===== src/rtl/wb_monitor_pkg.sv =====
// wb_monitor_pkg: violation bit indices and default bus widths for the Wishbone slave monitor
package wb_monitor_pkg;
    localparam int DEF_AW       = 30;
    localparam int DEF_DW       = 32;
    localparam int NVIOL        = 10;
    localparam int V_ACK_NOREQ  = 0;
    localparam int V_ACK_ERR    = 1;
    localparam int V_STB_NOCYC  = 2;
    localparam int V_STALL_CHG  = 3;
    localparam int V_STALL_MAX  = 4;
    localparam int V_ACK_DELAY  = 5;
    localparam int V_REQ_LIMIT  = 6;
    localparam int V_WE_CHG     = 7;
    localparam int V_STB_DISC   = 8;
    localparam int V_CYC_HOLD   = 9;
endpackage


===== src/rtl/wb_sat_counter.sv =====
// wb_sat_counter: saturating up-counter, sync clear, async active-high reset
// Ports: i_clk, i_reset (async), i_clr (sync clear, wins over i_inc), i_inc, o_count (sticks at all-ones)
module wb_sat_counter #(
    parameter int W = 4
) (
    input  logic         i_clk,
    input  logic         i_reset,
    input  logic         i_clr,
    input  logic         i_inc,
    output logic [W-1:0] o_count
);
    always_ff @(posedge i_clk or posedge i_reset)
        if (i_reset)
            o_count <= '0;
        else if (i_clr)
            o_count <= '0;
        else if (i_inc && o_count != '1)
            o_count <= o_count + 1'b1;
endmodule


===== src/rtl/wb_slave_protocol_monitor.sv =====
// wb_slave_protocol_monitor: passive pipelined Wishbone B4 slave-side checker
// Ports: i_clk, i_reset (async, active-high); i_wb_* observed bus signals (nothing driven);
//        f_nreqs / f_nacks per-cycle request and response counts, f_outstanding their difference
//        (0 while cyc is low); o_violation sticky protocol-violation flags.
module wb_slave_protocol_monitor
    import wb_monitor_pkg::*;
#(
    parameter int AW                   = DEF_AW,
    parameter int DW                   = DEF_DW,
    parameter int F_LGDEPTH            = 4,
    parameter int F_MAX_STALL          = 0,
    parameter int F_MAX_ACK_DELAY      = 0,
    parameter int F_MAX_REQUESTS       = 0,
    parameter int F_OPT_RMW_BUS_OPTION = 1,
    parameter int F_OPT_DISCONTINUOUS  = 1,
    parameter int F_OPT_MINCLOCK_DELAY = 1
) (
    input  logic                 i_clk,
    input  logic                 i_reset,
    input  logic                 i_wb_cyc,
    input  logic                 i_wb_stb,
    input  logic                 i_wb_we,
    input  logic [AW-1:0]        i_wb_addr,
    input  logic [DW-1:0]        i_wb_data,
    input  logic [DW/8-1:0]      i_wb_sel,
    input  logic                 i_wb_ack,
    input  logic                 i_wb_stall,
    input  logic [DW-1:0]        i_wb_idata,
    input  logic                 i_wb_err,
    output logic [F_LGDEPTH-1:0] f_nreqs,
    output logic [F_LGDEPTH-1:0] f_nacks,
    output logic [F_LGDEPTH-1:0] f_outstanding,
    output logic [NVIOL-1:0]     o_violation
);
    localparam int TW = 16;
    localparam logic [TW-1:0] STALL_LIM = TW'(F_MAX_STALL);
    localparam logic [TW-1:0] ACKD_LIM  = TW'(F_MAX_ACK_DELAY);
    // zero selects the deepest safe limit, one below the saturation point
    localparam logic [F_LGDEPTH-1:0] REQ_LIM = (F_MAX_REQUESTS != 0) ? F_LGDEPTH'(F_MAX_REQUESTS)
                                                                      : {{(F_LGDEPTH-1){1'b1}}, 1'b0};

    logic                 w_accept, w_resp, w_stalled, w_ack_wait, w_unused;
    logic [TW-1:0]        r_stall_cnt, r_ackd_cnt;
    logic [NVIOL-1:0]     w_viol, r_viol;
    logic                 r_stalled, r_we, r_req_we, r_stb_prev, r_stb_seen;
    logic [AW-1:0]        r_addr;
    logic [DW-1:0]        r_data;
    logic [DW/8-1:0]      r_sel;

    assign w_unused   = ^i_wb_idata;
    assign w_accept   = i_wb_cyc & i_wb_stb & ~i_wb_stall;
    assign w_resp     = i_wb_cyc & (i_wb_ack | i_wb_err);
    assign w_stalled  = i_wb_cyc & i_wb_stb & i_wb_stall;
    assign w_ack_wait = i_wb_cyc & (f_outstanding != '0) & ~w_resp;

    assign f_outstanding = i_wb_cyc ? f_nreqs - f_nacks : '0;
    assign o_violation   = r_viol;

    wb_sat_counter #(.W(F_LGDEPTH)) u_nreqs (.i_clk(i_clk), .i_reset(i_reset), .i_clr(~i_wb_cyc),
                                             .i_inc(w_accept), .o_count(f_nreqs));
    wb_sat_counter #(.W(F_LGDEPTH)) u_nacks (.i_clk(i_clk), .i_reset(i_reset), .i_clr(~i_wb_cyc),
                                             .i_inc(w_resp), .o_count(f_nacks));
    wb_sat_counter #(.W(TW)) u_stall (.i_clk(i_clk), .i_reset(i_reset), .i_clr(~w_stalled),
                                      .i_inc(w_stalled), .o_count(r_stall_cnt));
    wb_sat_counter #(.W(TW)) u_ackd  (.i_clk(i_clk), .i_reset(i_reset), .i_clr(~w_ack_wait),
                                      .i_inc(w_ack_wait), .o_count(r_ackd_cnt));

    // Timer checks compare the registered run length, so the current cycle makes it one longer.
    always_comb begin
        w_viol = '0;
        w_viol[V_ACK_NOREQ] = w_resp && f_outstanding == '0 && (F_OPT_MINCLOCK_DELAY != 0 || !w_accept);
        w_viol[V_ACK_ERR]   = i_wb_cyc && i_wb_ack && i_wb_err;
        w_viol[V_STB_NOCYC] = i_wb_stb && !i_wb_cyc;
        w_viol[V_STALL_CHG] = r_stalled && i_wb_cyc && (!i_wb_stb || i_wb_we != r_we || i_wb_addr != r_addr ||
                              (r_we && (i_wb_sel != r_sel || i_wb_data != r_data)));
        w_viol[V_STALL_MAX] = F_MAX_STALL != 0 && w_stalled && r_stall_cnt >= STALL_LIM;
        w_viol[V_ACK_DELAY] = F_MAX_ACK_DELAY != 0 && w_ack_wait && r_ackd_cnt >= ACKD_LIM;
        w_viol[V_REQ_LIMIT] = i_wb_cyc && f_nreqs >= REQ_LIM;
        w_viol[V_WE_CHG]    = i_wb_cyc && i_wb_stb && f_outstanding != '0 && i_wb_we != r_req_we;
        w_viol[V_STB_DISC]  = F_OPT_DISCONTINUOUS == 0 && i_wb_cyc && i_wb_stb && !r_stb_prev && r_stb_seen;
        w_viol[V_CYC_HOLD]  = F_OPT_RMW_BUS_OPTION == 0 && i_wb_cyc && !i_wb_stb &&
                              f_outstanding == '0 && f_nreqs != '0;
    end

    always_ff @(posedge i_clk or posedge i_reset)
        if (i_reset) begin
            r_viol     <= '0;
            r_stalled  <= 1'b0;
            r_we       <= 1'b0;
            r_addr     <= '0;
            r_data     <= '0;
            r_sel      <= '0;
            r_req_we   <= 1'b0;
            r_stb_prev <= 1'b0;
            r_stb_seen <= 1'b0;
        end else begin
            r_viol     <= r_viol | w_viol;
            r_stalled  <= w_stalled;
            r_we       <= i_wb_we;
            r_addr     <= i_wb_addr;
            r_data     <= i_wb_data;
            r_sel      <= i_wb_sel;
            r_stb_prev <= i_wb_cyc & i_wb_stb;
            r_stb_seen <= i_wb_cyc & (r_stb_seen | i_wb_stb);
            if (w_accept)
                r_req_we <= i_wb_we;
        end
endmodule


===== config.mk =====
export PLATFORM = sky130hd
export DESIGN_NAME = wb_slave_protocol_monitor
export DESIGN_NICKNAME = d
export VERILOG_FILES = /design/src/rtl/wb_monitor_pkg.sv /design/src/rtl/wb_sat_counter.sv /design/src/rtl/wb_slave_protocol_monitor.sv
export SDC_FILE = /design/constraint.sdc
export NUM_CORES = 1
export LEC_CHECK = 0
export BUFFER_PORTS_ARGS = -buffer_cell sky130_fd_sc_hd__buf_2
export CAP_MARGIN = 30
export CORE_MARGIN = 2
export CORE_UTILIZATION = 45
export CTS_BUF_LIST = sky130_fd_sc_hd__clkbuf_4 sky130_fd_sc_hd__clkbuf_8
export CTS_CLUSTER_DIAMETER = 30
export DETAILED_ROUTE_END_ITERATION = 7
export PLACE_DENSITY = 0.78
export SYNTH_ARGS = -nofsm -noshare
export SYNTH_HDL_FRONTEND = slang
export SYNTH_SLANG_ARGS = --single-unit

===== constraint.sdc =====
create_clock -name i_clk -period 2.6 [get_ports i_clk]
set_clock_uncertainty 0.2 [all_clocks]
set_input_delay 0.13 -clock i_clk [delete_from_list [all_inputs] [get_ports i_clk]]
set_output_delay 0.13 -clock i_clk [all_outputs]
set_load 0.1 [all_outputs]

==> results.json, run 1 <==
{
  "maxCapViolCount": 0,
  "cts.reportedPaths.clkPinSlew_ps": 90,
  "grt_usage_pct": 19.7,
  "max_slew_margin_pct": 48.5,
  "synth.distinct_cells": 35,
  "die_h_um": 89.7,
  "wirelength_mm": 7.29,
  "io_pins": 128,
  "seq_area_frac_synth_pct": 62.8,
  "antennaDiodeCount": 0,
  "start_kind": "flop",
  "rsz0062_at_grt": "false",
  "hold_viol_final": 0,
  "synth.yosys.warnings": 0,
  "wl_per_cell_um": 13.9,
  "setup.worst_path.start": "u_nreqs.o_count[0]",
  "fillers": 523,
  "fin_nets": 533,
  "gp_congestion": 0.762,
  "grt_pass1_vias": 2689,
  "drt-initial-drc-count": 96,
  "cts_buffer_depth": 2,
  "core-area_mm2": 0.00718,
  "htreeDepth": 3,
  "clock_latency_ps": 340,
  "via_per_inst": 4.61,
  "post-route-period-util_pct": 96.1,
  "overflow": 0,
  "avgSynthCellArea_um2": 13.5,
  "dr_wl_met3_um": 214,
  "endpoint_kind": "output port",
  "max-vdd-ir-drop_v": 0.000394,
  "cts_tree": "built",
  "dp_hpwl_mm": 4.83,
  "reg2reg_from": "u_nreqs.o_count[1]",
  "min_period_ps": 2500,
  "fin_cells": 524,
  "die_x_um": 89.7,
  "num_vias": 2414,
  "io_buffers": 91,
  "path_max_fanout": 5,
  "post_dp_cell_area_mm2": 0.00394,
  "drt_first_pass_iters": 4,
  "critical_path_class": "reg -> out",
  "cts_sinks": 83,
  "dr_wl_met2_mm": 4.04,
  "initial_core_util_pct": 46.1,
  "syn_inst": 245,
  "fmax_mhz": 400,
  "crit_family": "buffers and inverters",
  "antenna_left": 0,
  "placed_cells": 433,
  "antenna_found_initial": 0,
  "ctsRootBufferMaster": "clkbuf_8",
  "final_area_mm2": 0.00492,
  "slowest_delay_ps": 510,
  "finalSetupViolations": 0,
  "critical_path.cell_chain": "inv_2 > ha_4 > inv_1 > fa_2 > xnor2_2 > nor2_4 > buf_2",
  "yosys_register_bits": 83,
  "grt_pass1_wl_mm": 12.7,
  "power.density_mw_per_mm2": 624,
  "hold_path_class": "in -> reg",
  "cp_num_buf_inv": 3,
  "drive_gt1_share_pct": 30.4,
  "final_util_pct": 68.6,
  "cts_buffers": 9,
  "wl_met1_mm": 2.91,
  "status": "complete, no violations",
  "tightest_slew_ps": 771,
  "drc_errors": 0,
  "required_ps": 2270,
  "num_rows": 31,
  "p_leak_nw": 2.10,
  "synth_area_mm2": 0.00331,
  "cpMaxStageDelayCell": "dfrtp_4",
  "maxSlewViolCount": 0,
  "die_area_mm2": 0.00805,
  "highest-signal-layer": "met4",
  "holdWs_ps": 246,
  "worst_ep_arrival_time_ps": 2170,
  "area_growth_pct": 48.9,
  "grt_start_max_net_pins": 48,
  "min-delay-start": "i_wb_data[31]",
  "cts_setup_buffers": 0
}
worst reg2reg max path, cell delays in order, from the launching register on:
cell and delay [ps]:
dfrtp_2 480, ha_1 310, nor2b_1 130, o21a_1 200
o21a_1 210, o31ai_1 400, a41o_1 230
kinds of logic (layout without fill, tap and decap cells):
group	after synthesis	after routing	share of synthesized area (%)
other cells	1	4	0.113
simple gates	49	49	7.87
mux	2	2	0.643
fa+ha+maj	7	7	2.88
xor+xnor	74	74	19.6
flops	83	83	62.8
buf+inv	12	189	1.93
compound gates	17	17	4.13
report_power, final:
group / total, mW / switching, mW / internal, mW / leakage, nW
Combinational: 0.640 / 0.378 / 0.262 / 1.03
Clock: 1.03 / 0.461 / 0.567 / 0.108
Sequential: 1.40 / 0.0423 / 1.36 / 0.963
synth_stat cells (all sizes together):
| library cell | count | area (um2) |
|---|---|---|
| fa | 1 | 20.0 |
| and3 | 1 | 6.26 |
| a21oi | 1 | 5.00 |
| a311oi | 1 | 15.0 |
| o21a | 2 | 15.0 |
| inv | 6 | 22.5 |
| nand4 | 19 | 119 |
| nand3 | 2 | 10.0 |
| nor2b | 1 | 6.26 |
| o21bai | 1 | 7.51 |
| a31o | 1 | 8.76 |
| nand2b | 2 | 12.5 |
| xor2 | 4 | 35.0 |
| clkbuf | 1 | 3.75 |
| ha | 6 | 75.1 |
| nor3 | 5 | 25.0 |
| a21o | 1 | 7.51 |
| conb | 1 | 3.75 |
| dfrtp | 83 | 2080 |
| mux2 | 1 | 11.3 |
| and2 | 1 | 6.26 |
| buf | 5 | 37.5 |
| nor2 | 8 | 30.0 |
| nor4 | 3 | 18.8 |
| nand2 | 7 | 26.3 |
| mux2i | 1 | 10.0 |
| a41o | 1 | 10.0 |
| a31oi | 2 | 12.5 |
| xnor2 | 70 | 613 |
| o2111ai | 1 | 8.76 |
| o21ai | 2 | 13.8 |
| a211oi | 1 | 7.51 |
| o31ai | 2 | 15.0 |
| a311o | 1 | 10.0 |
cell type report:
| cell class | instances | area, um2 | share of cell area (%) |
|---|---|---|---|
| Multi-Input combinational cell | 153 | 1230 | 24.9 |
| Sequential cell | 83 | 2090 | 42.5 |
| Timing Repair Buffer | 167 | 1230 | 25.0 |
| Clock buffer | 10 | 138 | 2.80 |
| Tap cell | 99 | 124 | 2.52 |
| Clock inverter | 6 | 88.8 | 1.80 |
| Inverter | 6 | 26.3 | 0.534 |
state kept, by name (all words and copies together), names as in the netlist:
register         flops
r_data              32
r_addr              30
o_violation          6
r_sel                4
u_nacks.o_count      4
u_nreqs.o_count      4
r_req_we             1
r_stalled            1
r_we                 1
through the flow:
stage               power (mW)  setup slack [ps]  setup TNS, ps
floorplan                 1.83             -35.0          -35.0
global placement          1.96               430              0
detailed placement        1.98               374              0
CTS                       3.10              38.9              0
global route              3.21              19.2              0
finish                    3.07               102              0
placed cells by master (no fill, tap or decap), drive strengths merged, types with 4 or more instances in the layout:
| master | n |
|---|---|
| buf | 91 |
| dfrtp | 83 |
| dlygate4sd3 | 75 |
| xnor2 | 70 |
| nand4 | 19 |
| clkbuf | 11 |
| nor2 | 8 |
| nand2 | 7 |
| ha | 6 |
| inv | 5 |
| nor3 | 5 |
| xor2 | 4 |
| conb | 4 |
repair_timing:
action / CTS / global route
endpoints found under the hold margin: 113 / 0
resized for setup: 0 / 2
hold buffers: 75 / 0
endpoints found under the setup margin: 0 / 1
worst paths after layout:
| path | to | slack, ps | depth (start not counted) |
|---|---|---|---|
| setup / recovery | f_outstanding[2] | 100 | 7 |
| hold / removal | r_data[31] | 250 | 2 |
| setup reg to reg | o_violation[7] | 380 | 6 |
| hold reg to reg | o_violation[2] | 260 | 1 |
| max in group asynchronous | u_nreqs.o_count[0] | 1230 | 4 |
| min in group asynchronous | r_data[25] | 270 | 3 |
layer usage:
| layer | global-route usage [%] | vias to the layer above |
|---|---|---|
| met1 | 22.7 | 1178 |
| met3 | 3.19 | 11 |
| li1 | - | 1169 |
| met5 | 0 | - |
| met4 | 6.92 | 0 |
| met2 | 37.1 | 56 |
No activity file was read; power rests on OpenSTA's default activity.
==> run 2: changes to the inputs <==
Clock period 2.6 ns to 2.1 ns, I/O delays scaled along.
==> results.json, run 2 (synthesized netlist as in run 1, its figures left out) <==
{
  "status": "finished, violations left",
  "violations": "negative setup slack",
  "tns_ps": -458,
  "cts.reportedPaths.clkPinSlew_ps": 90,
  "reg2reg_from": "u_nacks.o_count[0]",
  "fin_nets": 545,
  "max_slew_margin_pct": 59.3,
  "cpMaxStageDelayCell": "dfrtp_2",
  "dp_hpwl_mm": 4.90,
  "io_buffers": 91,
  "final_cell_mix": "88 x buf_2, 77 x dfrtp_1, 74 x dlygate4sd3_1",
  "layout_commonest_cell": "buf_2",
  "use_met1_pct": 23.9,
  "cts_tree": "built",
  "setup_ws_ps": -251,
  "regToRegSetupSlack_ps": 20,
  "die_x_um": 89.7,
  "die_area_mm2": 0.00805,
  "min_period_ps": 2350,
  "antenna_found_initial": 0,
  "regArea_mm2": 0.00208,
  "drc_errors": 0,
  "start_kind": "flop",
  "grt_usage_pct": 19.8,
  "fin_cells": 536,
  "multi_input_area_mm2": 0.00125,
  "placed_cells": 444,
  "gr-max-usage-layer": "met2",
  "cts_sinks": 83,
  "die_h_um": 89.7,
  "dp_slack_ps": -29.4,
  "wirelength_mm": 7.51,
  "cts_buffers": 9,
  "critical_path_class": "reg -> out",
  "core-area_mm2": 0.00718,
  "grt_pass1_wl_mm": 12.8,
  "grt_util_met2_pct": 35.6,
  "finalSetupViolations": 3,
  "endpoint_kind": "output port",
  "clock_latency_ps": 340,
  "max-vdd-ir-drop_v": 0.000427,
  "path_common_cell": "o21a_1",
  "io_pins": 128,
  "p_leak_nw": 2.16,
  "grt_start_max_net_pins": 52,
  "hold_viol_final": 0,
  "setup.worst_path.start": "u_nacks.o_count[1]",
  "r2r-end": "o_violation[7]",
  "drt_first_pass_iters": 4,
  "worst_ep_arrival_time_ps": 2050,
  "regMostFlops": "r_data",
  "path_depth": 8,
  "crit_end": "f_outstanding[3]",
  "rsz0062_at_grt": "true",
  "required_ps": 1790,
  "cts_buffer_depth": 2,
  "fillers": 516,
  "cp_num_buf_inv": 3,
  "fmax_mhz": 425,
  "num_rows": 31,
  "overflow": 0,
  "area_growth_pct": 51.9,
  "grt_use_met3_pct": 2.93,
  "antennaDiodeCount": 0,
  "grt_pass1_vias": 2781,
  "num_vias": 2454,
  "htreeDepth": 3,
  "maxCapViolCount": 0,
  "drive_gt1_share_pct": 33.2,
  "path_max_fanout": 3,
  "ctsRootBufferMaster": "clkbuf_8",
  "initial_core_util_pct": 46.1,
  "critical_path.cell_chain": "inv_4 > ha_4 > nor2b_1 > o21a_1 > o21a_1 > buf_6 > nor3_4 > buf_12",
  "tightest_slew_ps": 610,
  "maxSlewViolCount": 0,
  "wl_per_cell_um": 14.0,
  "drt-initial-drc-count": 91,
  "power.density_mw_per_mm2": 729,
  "hold_path_class": "in -> reg",
  "rr_worst_depth": 7,
  "gp_congestion": 0.761,
  "slowest_delay_ps": 440,
  "largest_reg_flops": 32,
  "antenna_left": 0,
  "via_per_inst": 4.58,
  "crit_family": "flip-flops",
  "post-route-period-util_pct": 112
}
## run 2: changes by cell type in the layout (fill, tap and decap cells not counted), moves of 2 or more
cell	previous run	this run
bufinv_16	2	0
clkinv_2	1	3
inv_6	0	2
buf_6	0	3
dfrtp_2	4	6
buf_12	1	3
buf_4	0	11
buf_2	90	88
dfrtp_4	2	0
## run 2: worst min-delay path by stage
stage                 end  cells after the start           from  slack (ps)
2_1_floorplan   r_addr[0]                      0   i_wb_addr[0]         -60
3_3_place_gp    r_data[2]                      3        i_reset          40
5_1_grt          r_sel[0]                      2    i_wb_sel[0]         210
4_1_cts         r_addr[5]                      2   i_wb_addr[5]         200
6_report         r_sel[0]                      2    i_wb_sel[0]         220
3_5_place_dp   r_data[24]                      1  i_wb_data[24]          40
## run 2: final cells by class
class,count,area share (%)
Sequential cell,83,41.5
Tap cell,99,2.47
Inverter,6,0.573
Multi-Input combinational cell,153,24.9
Clock buffer,9,2.47
Clock inverter,7,1.02
Timing Repair Buffer,179,27.0
## run 2: metal layers
| metal | wire length, um | vias to the layer above |
|---|---|---|
| li1 | - | 1198 |
| met3 | 212 | 10 |
| met5 | 0 | - |
| met4 | 136 | 0 |
| met2 | 3960 | 62 |
| met1 | 3200 | 1184 |
## run 2: where the power goes
group	switching (mW)	internal [mW]
Sequential	0.0472	1.68
Combinational	0.500	0.405
Clock	0.585	0.440
Total	1.13	2.53
## run 2: through the flow
stage | util, % | hold slack, ps | instance area, um2 | total power [mW]
floorplan | - | -63.6 | 3380 | 2.27
global placement | 56.5 | 36.9 | 4050 | 2.51
detailed placement | 56.5 | 39.4 | 4050 | 2.53
CTS | 69.9 | 200 | 5010 | 3.68
global route | 70.0 | 212 | 5020 | 3.83
finish | 70.0 | 224 | 5020 | 3.66
## run 2: what timing repair did
action | 4_1_cts | 5_1_grt
gates resized for setup | 6 | 1
endpoints found under the setup margin | 4 | 5
endpoints found under the hold margin | 160 | 0
setup buffers | 2 | 0
pin swaps | 4 | 2
hold buffers | 74 | 0
==> run 3: changes to the inputs <==
Settings changed: BUFFER_PORTS_ARGS -buffer_cell sky130_fd_sc_hd__buf_2 to -buffer_cell sky130_fd_sc_hd__buf_4, SLEW_MARGIN set to 20.
==> results.json, run 3 (synthesized netlist as in run 1, its figures left out) <==
{
  "p_leak_nw": 2.23,
  "fillers": 481,
  "ctsRootBufferMaster": "clkbuf_8",
  "antenna_left": 0,
  "drive_gt1_share_pct": 32.5,
  "cts_tree": "built",
  "maxCapViolCount": 0,
  "dp_slack_ps": -6.50,
  "area_growth_pct": 58.2,
  "finalSetupViolations": 4,
  "num_rows": 31,
  "final_util_pct": 72.9,
  "cts_buffer_depth": 2,
  "tns_ps": -414,
  "final_cell_mix": "97 x buf_4, 77 x dfrtp_1, 74 x dlygate4sd3_1",
  "drt-initial-drc-count": 55,
  "cts.reportedPaths.clkPinSlew_ps": 80,
  "critical_path_class": "reg -> out",
  "initial_core_util_pct": 46.1,
  "via_per_inst": 4.66,
  "regMostFlops": "r_data",
  "grt_pass1_vias": 2801,
  "layout_commonest_cell": "buf_4",
  "min_period_ps": 2310,
  "drt_first_pass_iters": 4,
  "overflow": 0,
  "rr_worst_depth": 9,
  "die_x_um": 89.7,
  "fin_nets": 542,
  "post-route-period-util_pct": 110,
  "hold_depth": 2,
  "cts_buffers": 9,
  "dp_hpwl_mm": 4.84,
  "die_area_mm2": 0.00805,
  "fmax_mhz": 432,
  "hold_path_class": "in -> reg",
  "endpoint_kind": "output port",
  "antenna_found_initial": 0,
  "start_kind": "flop",
  "max_slew_margin_pct": 63.6,
  "wirelength_mm": 7.74,
  "path_max_fanout": 3,
  "grt_start_max_net_pins": 84,
  "io_pins": 128,
  "drc_errors": 0,
  "holdWs_ps": 214,
  "critical_path.cell_chain": "ha_4 > nor2b_1 > o21a_1 > o21a_1 > buf_6 > nor3_4 > buf_12",
  "cts_sinks": 83,
  "tightest_slew_ps": 546,
  "power.density_mw_per_mm2": 715,
  "rsz0062_at_grt": "true",
  "num_vias": 2484,
  "io_buffers": 91,
  "violations": "negative setup slack",
  "status": "finished, violations left",
  "antennaDiodeCount": 0,
  "worst_ep_arrival_time_ps": 2010,
  "required_ps": 1790,
  "setup_ws_ps": -212,
  "gp_congestion": 0.756,
  "grt_usage_pct": 20.5,
  "maxSlewViolCount": 0,
  "wl_per_cell_um": 14.5,
  "max-vdd-ir-drop_v": 0.000497,
  "cpMaxStageDelayCell": "dfrtp_2",
  "hold_viol_final": 0,
  "placed_cells": 442,
  "clock_latency_ps": 350,
  "largest_reg_flops": 32,
  "core-area_mm2": 0.00718,
  "grt_pass1_wl_mm": 13.2,
  "die_h_um": 89.7,
  "fin_cells": 533,
  "htreeDepth": 3,
  "path_common_cell": "o21a_1",
  "slowest_delay_ps": 460
}
-- run 3: cell type report --
cell class	count	area [um2]	area share, %
sequential	83	2080	39.9
timing repair buffer	176	1560	29.8
multi-input combinational	153	1240	23.8
clock buffer	11	151	2.89
tap	99	124	2.37
clock inverter	5	36.3	0.694
inverter	6	28.8	0.550
-- run 3: worst max-delay path: cells and delay by family, from the launching register on --
family	cells	cell delay (ps)
flip-flops	1	460
AO/OA/AOI/OAI	2	390
buffers and inverters	2	320
AND/OR/NAND/NOR	2	260
adder cells (fa/ha/maj)	1	240
-- run 3: path summary, 6_finish.rpt --
check / from / to / slack [ps]
min: i_wb_addr[25] / r_addr[25] / 210
max in group asynchronous: i_reset / u_nreqs.o_count[0] / 1090
max reg2reg: u_nreqs.o_count[0] / o_violation[7] / -50
min in group asynchronous: i_reset / r_data[17] / 250
min reg2reg: o_violation[6] / o_violation[6] / 280
max: u_nreqs.o_count[1] / f_outstanding[3] / -210
-- run 3: layer usage --
metal | GRT usage [%] | wire [um] | vias up
li1 | - | - | 1188
met1 | 24.8 | 3170 | 1215
met2 | 35.8 | 4110 | 67
met3 | 3.86 | 284 | 14
met4 | 8.85 | 165 | 0
met5 | 0 | 0 | -
-- run 3: stage by stage --
stage	area [um2]	power [mW]
2_1_floorplan	3380	2.27
3_3_place_gp	4230	2.52
3_5_place_dp	4230	2.54
4_1_cts	5200	3.76
5_1_grt	5230	3.91
6_report	5230	3.74
-- run 3: report_power, final --
| part | internal, mW | switching (mW) | total (mW) |
|---|---|---|---|
| clock | 0.499 | 0.573 | 1.07 |
| sequential | 1.68 | 0.0482 | 1.73 |
| combinational | 0.437 | 0.502 | 0.939 |
| total | 2.62 | 1.12 | 3.74 |
-- run 3: timing repair --
item,4_1_cts,5_1_grt
hold endpoints to repair,163,0
hold buffers,74,0
resized for setup,10,3
setup buffers,0,1
setup endpoints to repair,4,5
pin swaps,4,1
